===== src/rtl/cache_refill_ctrl.sv =====
// Miss/refill controller: issues a pending write-through to RAM, then fetches the
// missing block word by word and streams the returned words into the cache fill port.
module cache_refill_ctrl #(
  parameter int unsigned RAM_ADDRESS_BITS = 10,
  parameter int unsigned DATA_BITS        = 32,
  parameter int unsigned BLOCK_BITS       = 2
) (
  input  logic                        clk,
  input  logic                        reset_n,
  input  logic                        miss,
  input  logic [RAM_ADDRESS_BITS-1:0] miss_address,
  input  logic                        wt_en,
  input  logic [RAM_ADDRESS_BITS-1:0] wt_address,
  input  logic [DATA_BITS-1:0]        wt_data,
  output logic                        busy,
  output logic                        ram_req,
  output logic                        ram_we,
  output logic [RAM_ADDRESS_BITS-1:0] ram_address,
  output logic [DATA_BITS-1:0]        ram_wdata,
  input  logic                        ram_ready,
  input  logic                        ram_rvalid,
  input  logic [DATA_BITS-1:0]        ram_rdata,
  output logic                        fill_en,
  output logic [RAM_ADDRESS_BITS-1:0] fill_address,
  output logic [DATA_BITS-1:0]        fill_data,
  output logic                        fill_done
);

  localparam int unsigned AW          = RAM_ADDRESS_BITS;
  localparam int unsigned DW          = DATA_BITS;
  localparam int unsigned BLOCK_WORDS = 1 << BLOCK_BITS;
  localparam int unsigned CNT_W       = BLOCK_BITS + 1;

  typedef enum logic [1:0] {IDLE, WRITE, FILL, DONE} state_t;

  state_t           state_q, state_d;
  logic [AW-1:0]    base_q, base_d;
  logic [AW-1:0]    wt_addr_q, wt_addr_d;
  logic [DW-1:0]    wt_data_q, wt_data_d;
  logic             miss_pending_q, miss_pending_d;
  logic [CNT_W-1:0] issue_cnt_q, issue_cnt_d;
  logic [CNT_W-1:0] ret_cnt_q, ret_cnt_d;

  logic             busy_d, ram_req_d, ram_we_d, fill_en_d, fill_done_d;
  logic [AW-1:0]    ram_address_d, fill_address_d;
  logic [DW-1:0]    ram_wdata_d, fill_data_d;
  logic             accept;

  // Next state, counters, and the next value of every registered output
  always_comb begin
    state_d        = state_q;
    base_d         = base_q;
    wt_addr_d      = wt_addr_q;
    wt_data_d      = wt_data_q;
    miss_pending_d = miss_pending_q;
    issue_cnt_d    = issue_cnt_q;
    ret_cnt_d      = ret_cnt_q;
    fill_en_d      = 1'b0;
    fill_done_d    = 1'b0;
    fill_address_d = fill_address;
    fill_data_d    = fill_data;
    ram_req_d      = 1'b0;
    ram_we_d       = 1'b0;
    ram_address_d  = ram_address;
    ram_wdata_d    = ram_wdata;
    accept         = ram_req && ram_ready;

    case (state_q)
      IDLE: begin
        issue_cnt_d = '0;
        ret_cnt_d   = '0;
        if (wt_en) begin
          wt_addr_d      = wt_address;
          wt_data_d      = wt_data;
          miss_pending_d = miss;
          base_d         = miss_address & ~AW'(BLOCK_WORDS - 1);
          state_d        = WRITE;
        end else if (miss) begin
          base_d  = miss_address & ~AW'(BLOCK_WORDS - 1);
          state_d = FILL;
        end
      end
      WRITE: begin
        if (accept) begin
          if (miss_pending_q) begin
            miss_pending_d = 1'b0;
            state_d        = FILL;
          end else begin
            state_d = IDLE;
          end
        end
      end
      FILL: begin
        if (accept) issue_cnt_d = issue_cnt_q + CNT_W'(1);
        // Returns beyond the issued count are protocol errors and are dropped
        if (ram_rvalid && (ret_cnt_q < issue_cnt_q)) begin
          fill_en_d      = 1'b1;
          fill_address_d = base_q | AW'(ret_cnt_q[BLOCK_BITS-1:0]);
          fill_data_d    = ram_rdata;
          ret_cnt_d      = ret_cnt_q + CNT_W'(1);
          if (ret_cnt_q == CNT_W'(BLOCK_WORDS - 1)) begin
            fill_done_d = 1'b1;
            state_d     = DONE;
          end
        end
      end
      DONE:    state_d = IDLE;
      default: state_d = IDLE;
    endcase

    busy_d = (state_d != IDLE);
    if (state_d == WRITE) begin
      ram_req_d     = 1'b1;
      ram_we_d      = 1'b1;
      ram_address_d = wt_addr_d;
      ram_wdata_d   = wt_data_d;
    end else if (state_d == FILL) begin
      ram_req_d     = (issue_cnt_d < CNT_W'(BLOCK_WORDS));
      ram_address_d = base_d | AW'(issue_cnt_d[BLOCK_BITS-1:0]);
    end
  end

  always_ff @(posedge clk) begin
    if (!reset_n) begin
      state_q        <= IDLE;
      base_q         <= '0;
      wt_addr_q      <= '0;
      wt_data_q      <= '0;
      miss_pending_q <= 1'b0;
      issue_cnt_q    <= '0;
      ret_cnt_q      <= '0;
      busy           <= 1'b0;
      ram_req        <= 1'b0;
      ram_we         <= 1'b0;
      ram_address    <= '0;
      ram_wdata      <= '0;
      fill_en        <= 1'b0;
      fill_address   <= '0;
      fill_data      <= '0;
      fill_done      <= 1'b0;
    end else begin
      state_q        <= state_d;
      base_q         <= base_d;
      wt_addr_q      <= wt_addr_d;
      wt_data_q      <= wt_data_d;
      miss_pending_q <= miss_pending_d;
      issue_cnt_q    <= issue_cnt_d;
      ret_cnt_q      <= ret_cnt_d;
      busy           <= busy_d;
      ram_req        <= ram_req_d;
      ram_we         <= ram_we_d;
      ram_address    <= ram_address_d;
      ram_wdata      <= ram_wdata_d;
      fill_en        <= fill_en_d;
      fill_address   <= fill_address_d;
      fill_data      <= fill_data_d;
      fill_done      <= fill_done_d;
    end
  end

endmodule


===== config.mk =====
export PLATFORM = sky130hd
export DESIGN_NAME = cache_refill_ctrl
export DESIGN_NICKNAME = d
export VERILOG_FILES = /design/src/rtl/cache_refill_ctrl.sv
export SDC_FILE = /design/constraint.sdc
export NUM_CORES = 1
export LEC_CHECK = 0
export ABC_AREA = 1
export BUFFER_PORTS_ARGS = -buffer_cell sky130_fd_sc_hd__buf_2
export CELL_PAD_IN_SITES_DETAIL_PLACEMENT = 2
export CELL_PAD_IN_SITES_GLOBAL_PLACEMENT = 2
export CORE_MARGIN = 1
export CORE_UTILIZATION = 25
export DETAILED_ROUTE_END_ITERATION = 7
export GPL_ROUTABILITY_DRIVEN = 0
export PLACE_DENSITY_LB_ADDON = 0.1
export SYNTH_ARGS = -nofsm -noshare
export SYNTH_HDL_FRONTEND = slang
export SYNTH_SLANG_ARGS = --single-unit
export TNS_END_PERCENT = 50

===== constraint.sdc =====
create_clock -name clk -period 2.6 [get_ports clk]
set_input_delay 0.13 -clock clk [delete_from_list [all_inputs] [get_ports clk]]
set_output_delay 0.13 -clock clk [all_outputs]
set_load 0.01 [all_outputs]

---- Word level (Yosys, flattened, before mapping) ----
Index checks and enable logic that the tools add are counted.
storage, ports and cells
  output and inout bits ................... 89
  logic and storage cells ................. 71
  register bits after elaboration ......... 150
  bits of input ports ..................... 90
cells by class
  multiplexer cells ....................... 28
  $lt $le $gt $ge ......................... 2
  add/sub/neg operators ................... 2
  reduce and logical (&&, ||, !) cells .... 12
  equal/unequal tests ..................... 9
  bitwise logic cells ..................... 2
operator list
  cell                   count
  $mux W10               7
  $mux W32               2
  $or A10 B2 Y10         2
  $mux W2                6
  $pmux W3 S2            2
  $pmux W2 S4            1
  $reduce_bool A2 Y1     4
  $mux W1                7
  $add A3 B1 Y3 const B  2
  $eq A2 B2 Y1 const B   3
  $mux W3                2
  $ne A2 B2 Y1 const B   3
  $reduce_and A2 Y1      3
  $reduce_and A3 Y1      2
  $eq A2 B1 Y1 const B   2
  $eq A3 B2 Y1 const B   1
  $lt A3 B3 Y1           1
  $lt A3 B3 Y1 const B   1
  $logic_and A1 B1 Y1    2
  $logic_not A2 Y1       1
  $pmux W1 S2            1

---- Logic depth before layout (Yosys ltp) ----
Gate-level depths: netlist of the first run.
  word-level depth ........................ 7
  mapped depth ............................ 13
  mapped depth without buffers ............ 12

---- Worst setup path before layout of the first run ----
OpenSTA, ideal clock, no wires.
  kind .................................... reg2reg
  from .................................... register issue_cnt_q[1]
  to ...................................... register ram_address[2]
  cell stages (with the launch flop) ...... 14
  data arrival time ....................... 1.453 ns
  path slack .............................. 1.019 ns
  path buffers ............................ 1
  clock period less this slack ............ 1.581 ns
  library setup time ...................... 0.128 ns
  required time ........................... 2.472 ns
  cells stage by stage .................... dfxtp_1 inv_1 ha_1 nand2_1 nand2_1 nand2_1 nand3_2 nand3_4 nand2_4 nand2_2 buf_6 nor2_2 nor2_1 nor2_1
between the ends
  longest elaborated chain between the ends .. 6
  elaborated cells between the ends (all ways) .. 8
  classes of those cells .................. order compare: 1; eq/ne: 2; mux: 3; reduce/logical: 2
RTL lines
  element                                         RTL line  source
  start, declared                                 41        logic [CNT_W-1:0] issue_cnt_q, issue_cnt_d;
  start signal, assigned                          147       issue_cnt_q <= issue_cnt_d;
  $lt A3 B3 Y1 *                                  96        if (ram_rvalid && (ret_cnt_q < issue_cnt_q)) begin
  $logic_and A1 B1 Y1 *                           96
  $mux W2 *                                       96
  $pmux W2 S4 *                                   68        case (state_q)
  $eq A2 B1 Y1 or $eq A2 B2 Y1 (tied branches)    112, 117
  $mux W10 or $reduce_bool A2 Y1 (tied branches)  n/a
  end signal, assigned                            152       ram_address <= ram_address_d;
  end, declared                                   18        output logic [RAM_ADDRESS_BITS-1:0] ram_address,
Every way passes the cells marked *; elsewhere a longest branch is shown, timed or not.
A chain may end at the register's enable or synchronous reset.

---- Worst setup path after layout of the first run ----
  from .................................... register issue_cnt_q[1]
  to ...................................... register ram_wdata[22]
between the ends
  longest elaborated chain between the ends .. 5
RTL lines
  element               RTL line  source
  $lt A3 B3 Y1          96
  $logic_and A1 B1 Y1   96
  $mux W2               96
  $pmux W2 S4           68
  $eq A2 B1 Y1          112       if (state_d == WRITE) begin
  end signal, assigned  153       ram_wdata <= ram_wdata_d;
  end, declared         19        output logic [DATA_BITS-1:0] ram_wdata,
Every way passes these cells.

==> results.md, run 1 <==
* Clk Latency, worst-skew pair at 0.42 ns
* Share of layout cells above drive strength 1 at 0.2559
* Hold Crit Class: input pin to flip-flop
* DR WL/cell at 15.08 µm
* Detailed placer's ending HPWL at 12640 µm
* Synthesized cell area at 5796 µm²
* Setup bufs post-CTS at 0
* GRT Residual Overflow at 0
* # port buffers at 176
* Static leakage at 3.972 nW
* Vias per Instance at 4.391
* Number of global-route vias before repair at 6178
* PwrDens at 788.3 nW/µm²
* Worst Path Class, Setup: flip-flop to flip-flop
* Boundary Pins at 179
* CTS Buf Count at 17
* Outcome: finished, final reports clean
* Rel. slew slack at 0.4383
* Syn Nets at 826
* Max clock buf depth at 2
* Fillers at 2616
* HP Start: wt_data[28]
* Worst-Margin Slew at 0.8425 ns
* Post-layout nets at 1056
* RSZ-0062 raised after global routing: no
* DR vias at 5524
* Distinct cells, synth at 34
* Post-synth top area cell: dfxtp_1
* H-tree Lvls at 4
* Total die area at 23790 µm²
* Crit path arrival time at 2.53 ns
* Antenna-violating nets left at 0
* Routed WL at 18970 µm
* Antenna cells at 0
* Clock Skew at 0.01036 ns
* Total GRT Usage at 0.1648
* Core Util, Final at 0.3601
* Row cnt at 55
* Top cells by area, synth: dfxtp_1, nor2_1, nand2_1
* Footprint of the multi-input gates at 2380 µm²
* Cell count after synthesis at 731
* Synth top area share at 0.5181
* Req. time, crit path at 2.91 ns
* Initial Utilization at 0.2552
* Mean post-synth cell area at 7.928 µm²
* Core area at 22710 µm²
* Endpoint class of the critical path: flip-flop
* Clock transition at path regs at 0.06 ns
* Final Hold Viols at 0
* Maximum VDD drop at 369.2 µV
* CTS tree: built
* Synth top cells by count: nor2_1, dfxtp_1, nand2_1
* Max Slew Vio Count at 0
* Cts hold-fix bufs at 65
* Initial antenna violation count at 2
* Tmin final at 2.219 ns
* Pin count of the biggest net entering global routing at 82
* Clk sinks at 150
* Die Height at 154.3 µm
* # DRC at 0
* Global-route wire length before repair at 30760 µm
* CP Launch Type: flip-flop
* FF-to-FF Start: issue_cnt_q[1]$_SDFF_PN0_
* Endpoints failing setup at 0
* Post-route cell area at 8177 µm²
* Number of max-cap violations at 0
* Crit share post-route at 0.8534
* DIE WIDTH at 154.3 µm
* Worst Setup SP: issue_cnt_q[1]$_SDFF_PN0_
* Pre-antenna DRT Iters at 4
* Synth warnings at 0
* Critical Path Fanout Max at 46
* Top_reg_cell synth: dfxtp_1
* Most common cell in the netlist: nor2_1
* Setup TNS at 0 ns
* Register area at 3003 µm²
* Sequential-to-total area share from yosys stat at 0.5181
* Clk root buf: clkbuf_16
* Asr flop ratio synth at 0
* Placed Area at 6895 µm²
* Post_cts resized at 0
* Max Freq at 450.7 MHz
* First DRT Iteration DRCs at 192
* Area grow syn2layout at 41.08%
* Post-synth EDFFs at 0
* Seq cells post-synth at 150
-- layout make-up --
type / instances / area share
Tap cell: 285 / 0.04361
Multi-Input combinational cell: 494 / 0.2910
Sequential cell: 150 / 0.3673
Clock buffer: 19 / 0.05539
Clock inverter: 12 / 0.02173
Timing Repair Buffer: 250 / 0.1986
Inverter: 48 / 0.02234
-- per-stage QoR --
step	power, mW	std cells	hold slack, ns	setup slack (ns)
finish	6.446	1258	0.005761	0.3811
global route	6.826	1258	0.005096	0.1911
CTS	6.574	1258	0.0001505	0.3327
detailed placement	3.775	1162	0.3925	0.3612
global placement	3.709	1162	0.3810	0.4689
floorplan	3.401	731	0.2862	1.019
-- critical path, stage by stage (launching register included) --
cell,delay (ns)
dfxtp_1,0.35
inv_1,0.08
ha_1,0.29
nand2_1,0.07
nand2_1,0.05
nand2_1,0.09
nand3_2,0.15
nand3_4,0.21
nand2_4,0.10
inv_4,0.20
buf_12,0.26
nand2_1,0.10
nand2_1,0.08
nor2_1,0.05
-- path summary, 6_finish.rpt --
path                                                     to  slack, ns  depth (start not counted)
worst min-delay path               wt_data_q[28]$_SDFF_PN0_      0.006                          3
worst min register to register  miss_pending_q$_SDFFE_PN0P_       0.47                          2
worst max-delay path             ram_wdata[22]$_SDFFE_PN0P_       0.38                         13
worst max register to register   ram_wdata[22]$_SDFFE_PN0P_       0.38                         13
-- kinds of logic (layout without fill, tap and decap cells) --
family | count (synthesis) | after routing | share of synthesized area
multiplexers | 32 | 32 | 0.05527
AND/OR/NAND/NOR | 378 | 378 | 0.2688
AO/OA/AOI/OAI | 79 | 79 | 0.07578
adder cells (fa/ha/maj) | 5 | 5 | 0.01079
buffers and inverters | 87 | 329 | 0.07124
flip-flops | 150 | 150 | 0.5181
-- power breakdown --
part	leakage, nW	internal (mW)	switching, mW
clock	0.309	1.65	1.01
combinational	2.44	0.484	0.701
sequential	1.23	2.50	0.0908
-- layout by cell type (no fill, tap or decap), types with 2 or more instances in the layout --
master	synthesis	layout
nor2_2	10	10
buf_12	0	2
nand2_2	2	2
inv_1	40	40
inv_2	4	5
or2_2	8	8
clkinv_1	3	2
nand3b_1	10	10
ha_1	5	5
buf_4	6	7
o21a_1	8	8
clkbuf_16	0	17
clkinv_2	0	3
nand3_1	4	4
mux2i_1	32	32
bufinv_16	0	4
nor3_1	2	2
dlygate4sd3_1	0	65
dfxtp_1	150	150
clkbuf_8	0	2
a21oi_1	6	6
nor2_1	226	226
nand2_4	2	2
clkinv_4	0	4
buf_2	7	176
o21ai_1	9	9
nand2_1	110	110
o21ai_0	51	51
-- flip-flops by register name, summed over array words and instances, names as in the netlist, 2 cells and up --
name          flops
base_q           10
fill_address     10
fill_data        32
issue_cnt_q       3
ram_address      10
ram_wdata        32
ret_cnt_q         3
state_q           2
wt_addr_q        10
wt_data_q        32
-- per-layer routing --
layer | vias to the layer above | GRT usage | share of wire
li1 | 2731 | - | -
met1 | 2643 | 0.1870 | 0.45
met2 | 129 | 0.2994 | 0.49
met3 | 19 | 0.04679 | 0.047
met4 | 2 | 0.04762 | 0.013
met5 | - | 0 | 0.00069
Note: power is estimated with default switching activity, not from simulation.
==> run 2, diff against run 1 <==
--- a/config.mk
+++ b/config.mk
@@ -6,12 +6,14 @@
 export NUM_CORES = 1
 export LEC_CHECK = 0
 export ABC_AREA = 1
-export BUFFER_PORTS_ARGS = -buffer_cell sky130_fd_sc_hd__buf_2
+export ABC_CLOCK_PERIOD_IN_PS = 2600
+export CAP_MARGIN = 10
 export CELL_PAD_IN_SITES_DETAIL_PLACEMENT = 2
 export CELL_PAD_IN_SITES_GLOBAL_PLACEMENT = 2
 export CORE_MARGIN = 1
 export CORE_UTILIZATION = 25
 export DETAILED_ROUTE_END_ITERATION = 7
+export DONT_BUFFER_PORTS = 1
 export GPL_ROUTABILITY_DRIVEN = 0
 export PLACE_DENSITY_LB_ADDON = 0.1
 export SYNTH_ARGS = -nofsm -noshare
==> results.md, run 2 (same netlist as run 1, synthesis figures left out) <==
* Clock transition at path regs at 0.07 ns
* Global-route wire length before repair at 28470 µm
* Total GRT Usage at 0.1550
* First DRT Iteration DRCs at 121
* Outcome: finished, final reports clean
* Max Freq at 461.6 MHz
* Cts hold-fix bufs at 84
* Antenna cells at 0
* Final Hold Viols at 0
* Crit share post-route at 0.8332
* Endpoint class of the critical path: flip-flop
* Post_cts resized at 0
* Initial antenna violation count at 0
* Routed WL at 17870 µm
* Setup TNS at 0 ns
* Area grow syn2layout at 29.25%
* Vias per Instance at 4.469
* Regs by FF count: fill_data x32, ram_wdata x32, wt_data_q x32
* Fillers at 2602
* Most common library cell in the layout ignoring fill and taps: nor2_1
* Req. time, crit path at 2.92 ns
* Hold Crit Class: input pin to flip-flop
* RSZ-0062 raised after global routing: no
* CP cell instances: inv_1 -> ha_1 -> nand2_1 -> nand2_1 -> nand2_1 -> nand3_2 -> nand3_4 -> nand2_4 -> inv_4 -> buf_4 -> nand2_1 -> nand2_1 -> nor2_1
* Worst-Margin Slew at 0.6814 ns
* Slowest cell on the critical path: dfxtp_1
* DP Worst Slack at 0.3775 ns
* GRT Residual Overflow at 0
* Clk Latency, worst-skew pair at 0.43 ns
* Placed cells at 988
* Critical Path Fanout Max at 26
* Rel. slew slack at 0.5451
* Buf/Inv on CP at 3
* H-tree Lvls at 4
* Tmin final at 2.166 ns
* Post-route insts no fill at 1104
* Register area at 3003 µm²
* Crit-path max cell delay at 0.35 ns
* CTS Buf Count at 17
* Number of global-route vias before repair at 5397
* Endpoints failing setup at 0
* Crit path arrival time at 2.49 ns
* Clk root buf: clkbuf_16
* WHS at 0.03766 ns
* # DRC at 0
* Core area at 22710 µm²
* Detailed placer's ending HPWL at 11560 µm
* Maximum VDD drop at 376.0 µV
* PwrDens at 829.2 nW/µm²
* Antenna-violating nets left at 0
* CTS tree: built
* DR WL/cell at 16.19 µm
* Static leakage at 3.227 nW
* Clock Skew at 0.01233 ns
* Total die area at 23790 µm²
* Footprint of the multi-input gates at 2380 µm²
* Number of max-cap violations at 0
* Max clock buf depth at 2
* Die Height at 154.3 µm
* Clk sinks at 150
* Post-layout nets at 901
* Top delay family on crit path: simple AND/OR/NAND/NOR gates
* Boundary Pins at 179
* Setup bufs post-CTS at 0
* Most frequent cells in the layout: nor2_1, dfxtp_1, nand2_1
* Pin count of the biggest net entering global routing at 82
* Initial Utilization at 0.2552
* Worst Path Class, Setup: flip-flop to flip-flop
* CP Launch Type: flip-flop
* # port buffers at 0
* Pre-antenna DRT Iters at 4
* DIE WIDTH at 154.3 µm
* DR vias at 4934
* Max Slew Vio Count at 0
* Row cnt at 55
* Share of layout cells above drive strength 1 at 0.09280
* Most common cell on crit path: nand2_1
* Setup ws final at 0.4336 ns
==> run 2: cell types whose count changed in the layout (fill, tap and decap cells not counted), sizes merged <==
| cell | change |
|---|---|
| clkbuf | -1 |
| buf | -173 |
| bufinv | -1 |
| clkinvlp | +3 |
| dlygate4sd3 | +18 |
| inv | +3 |
| clkinv | -3 |
==> run 2: report_power, final <==
group / switching (mW) / internal (mW)
clock: 1.05 / 1.52
combinational: 0.570 / 0.392
sequential: 0.180 / 2.50
==> run 2: routing by layer <==
| metal | up-vias | global-route usage | wire length [µm] |
|---|---|---|---|
| met3 | 17 | 0.04987 | 1141 |
| met4 | 0 | 0.05281 | 228 |
| met1 | 2370 | 0.1803 | 7921 |
| met2 | 121 | 0.2680 | 8578 |
| met5 | - | 0 | 0 |
| li1 | 2426 | - | - |
==> run 2: area by class of cell <==
type,instances,share of cell area
flip-flops and latches,150,0.4009
clock buffers,18,0.05729
well taps,285,0.04760
inverters,48,0.02439
repair buffers,95,0.1289
clock inverters,14,0.02322
multi-input cells,494,0.3177
==> run 2: final timing paths <==
kind | start | endpoint | slack (ns) | cells past startpoint
min reg2reg | miss_pending_q$_SDFFE_PN0P_ | miss_pending_q$_SDFFE_PN0P_ | 0.47 | 2
min | ram_rvalid | fill_done$_SDFF_PN0_ | 0.04 | 4
max reg2reg | issue_cnt_q[1]$_SDFF_PN0_ | ram_wdata[11]$_SDFFE_PN0P_ | 0.43 | 13
max | issue_cnt_q[1]$_SDFF_PN0_ | ram_wdata[11]$_SDFFE_PN0P_ | 0.43 | 13
==> run 2: worst register-to-register path, cell delays in order (launching register included) <==
cell and delay [ns]:
dfxtp_1 0.35, inv_1 0.08, ha_1 0.29, nand2_1 0.07, nand2_1 0.05, nand2_1 0.09, nand3_2 0.15, nand3_4 0.22
nand2_4 0.11, inv_4 0.25, buf_4 0.24, nand2_1 0.07, nand2_1 0.07, nor2_1 0.05
==> run 2: stage by stage <==
step           cell area [µm²]    util  total power [mW]
2_1_floorplan             5796       -             3.401
3_3_place_gp              6030  0.2655             3.545
3_5_place_dp              6030  0.2655             3.595
4_1_cts                   7491  0.3299             6.336
5_1_grt                   7491  0.3299             6.587
6_report                  7491  0.3299             6.212
==> run 3, diff against run 2 <==
--- a/config.mk
+++ b/config.mk
@@ -6,7 +6,7 @@
 export NUM_CORES = 1
 export LEC_CHECK = 0
 export ABC_AREA = 1
-export ABC_CLOCK_PERIOD_IN_PS = 2600
+export ABC_CLOCK_PERIOD_IN_PS = 2000
 export CAP_MARGIN = 10
 export CELL_PAD_IN_SITES_DETAIL_PLACEMENT = 2
 export CELL_PAD_IN_SITES_GLOBAL_PLACEMENT = 2
==> constraint.sdc (replaced) <==
create_clock -name clk -period 2 [get_ports clk]
set_input_delay 0.1 -clock clk [delete_from_list [all_inputs] [get_ports clk]]
set_output_delay 0.1 -clock clk [all_outputs]
set_load 0.01 [all_outputs]
==> results.md, run 3 (same netlist as run 1, synthesis figures left out) <==
* Core area at 22710 µm²
* Antenna-violating nets left at 0
* H-tree Lvls at 4
* PwrDens at 1101 nW/µm²
* Clock share of power at 0.424
* Psw at 2.377 mW
* CTS tree: built
* Endpoints failing setup at 0
* Vias per Instance at 4.487
* Final Hold Viols at 1
* DP Worst Slack at 0.04990 ns
* # port buffers at 0
* Met3 wire length at 1152 µm
* Routed WL at 18370 µm
* Regs by FF count: fill_data x32, ram_wdata x32, wt_data_q x32
* Number of global-route vias before repair at 5552
* Tmin final at 1.856 ns
* Req. time, crit path at 2.32 ns
* DR vias at 4994
* Combinational power share at 0.164
* Sequential share of power at 0.412
* Clk sinks at 150
* Sw Ratio at 0.2809
* Total die area at 23790 µm²
* Setup ws final at 0.1443 ns
* Worst-Margin Slew at 0.3831 ns
* Fillers at 2529
* Pin count of the biggest net entering global routing at 83
* Clk Latency, worst-skew pair at 0.42 ns
* HP Start: ram_rvalid
* Clock Skew at 0.01334 ns
* Clock transition at path regs at 0.07 ns
* DIE WIDTH at 154.3 µm
* Clk root buf: clkbuf_16
* Failing checks: negative hold slack
* Die Height at 154.3 µm
* Most common library cell in the layout ignoring fill and taps: nor2_1
* DR top layer: met4
* CTS Buf Count at 17
* Routed met2 length at 8951 µm
* Number of max-cap violations at 0
* Worst Path Class, Setup: flip-flop to flip-flop
* Initial Utilization at 0.2552
* Share of layout cells above drive strength 1 at 0.1039
* Setup bufs post-CTS at 0
* DR WL/cell at 16.50 µm
* Global-route wire length before repair at 29040 µm
* WHS at -0.0002313 ns
* CP Launch Type: flip-flop
* Antenna cells at 0
* GRT Residual Overflow at 0
* Max clock buf depth at 2
* Rel. slew slack at 0.7419
* First DRT Iteration DRCs at 185
* Post-layout nets at 910
* Max Freq at 538.9 MHz
* Hold Crit Class: input pin to flip-flop
* Most frequent cells in the layout: nor2_1, dfxtp_1, nand2_1
* Setup TNS at 0 ns
* Pre-antenna DRT Iters at 4
* Max Slew Vio Count at 0
* RSZ-0062 raised after global routing: no
* Met1 Wirelength at 7993 µm
* FF-to-FF Start: state_q[0]$_SDFF_PN0_
* Area grow syn2layout at 32.62%
* Initial antenna violation count at 0
* Internal at 6.086 mW
* Endpoint class of the critical path: flip-flop
* Crit path arrival time at 2.17 ns
* Row cnt at 55
* Worst Setup SP: state_q[0]$_SDFF_PN0_
* Boundary Pins at 179
* Maximum VDD drop at 402.4 µV
* Detailed placer's ending HPWL at 12050 µm
* Total GRT Usage at 0.1576
* Critical Path Fanout Max at 22
* Outcome: finished with violations
* # DRC at 0
* Static leakage at 3.315 nW
* Crit share post-route at 0.9278
[run 3: path summary, 6_finish.rpt]
kind | endpoint | slack [ns] | cells after the start
hold reg to reg | miss_pending_q$_SDFFE_PN0P_ | 0.47 | 2
setup reg to reg | ram_wdata[11]$_SDFFE_PN0P_ | 0.14 | 10
hold / removal | fill_done$_SDFF_PN0_ | -0.0002 | 4
setup / recovery | ram_wdata[11]$_SDFFE_PN0P_ | 0.14 | 10
[run 3: power groups by stage]
stage               combinational (mW)  clock (mW)  sequential [mW]
floorplan                        0.925           0             3.50
global route                      1.58        3.84             3.52
CTS                               1.37        3.72             3.50
finish                            1.39        3.59             3.49
global placement                  1.13           0             3.56
detailed placement                1.20           0             3.56
[run 3: per-layer routing]
metal,vias to the layer above,global-route usage
li1,2443,-
met1,2405,0.1821
met2,131,0.2706
met3,15,0.04959
met4,0,0.06318
met5,-,0
[run 3: worst max-delay path, stage by stage (launching register included)]
cell     delay (ns)
dfxtp_1        0.42
inv_2          0.10
nand2_4        0.11
inv_2          0.07
nand2_2        0.12
buf_12         0.21
buf_12         0.20
mux2i_1        0.26
nand2_1        0.10
nand2_1        0.09
nor2_1         0.06
[run 3: per-stage QoR]
step,cells,util,power (mW),instance area [µm²],hold slack [ns]
floorplan,731,-,4.422,5796,0.2562
global placement,996,0.2698,4.690,6127,0.2353
detailed placement,996,0.2698,4.761,6127,0.2405
CTS,1112,0.3364,8.595,7639,0.003704
global route,1113,0.3385,8.948,7686,0.002714
finish,1113,0.3385,8.463,7686,-0.0002313
[run 3: final cells by class]
type | instances | area [µm²] | share of cell area
flip-flops and latches | 150 | 3004 | 0.3909
clock inverters | 14 | 224.0 | 0.02914
well taps | 285 | 356.6 | 0.04639
inverters | 48 | 187.7 | 0.02442
multi-input cells | 494 | 2392 | 0.3112
repair buffers | 104 | 1092 | 0.1421
clock buffers | 18 | 429.2 | 0.05584
[run 3: timing repair]
action | CTS | global route
endpoints found under the setup margin | 0 | 32
hold endpoints to repair | 133 | 0
resized for setup | 0 | 6
hold buffers | 84 | 0
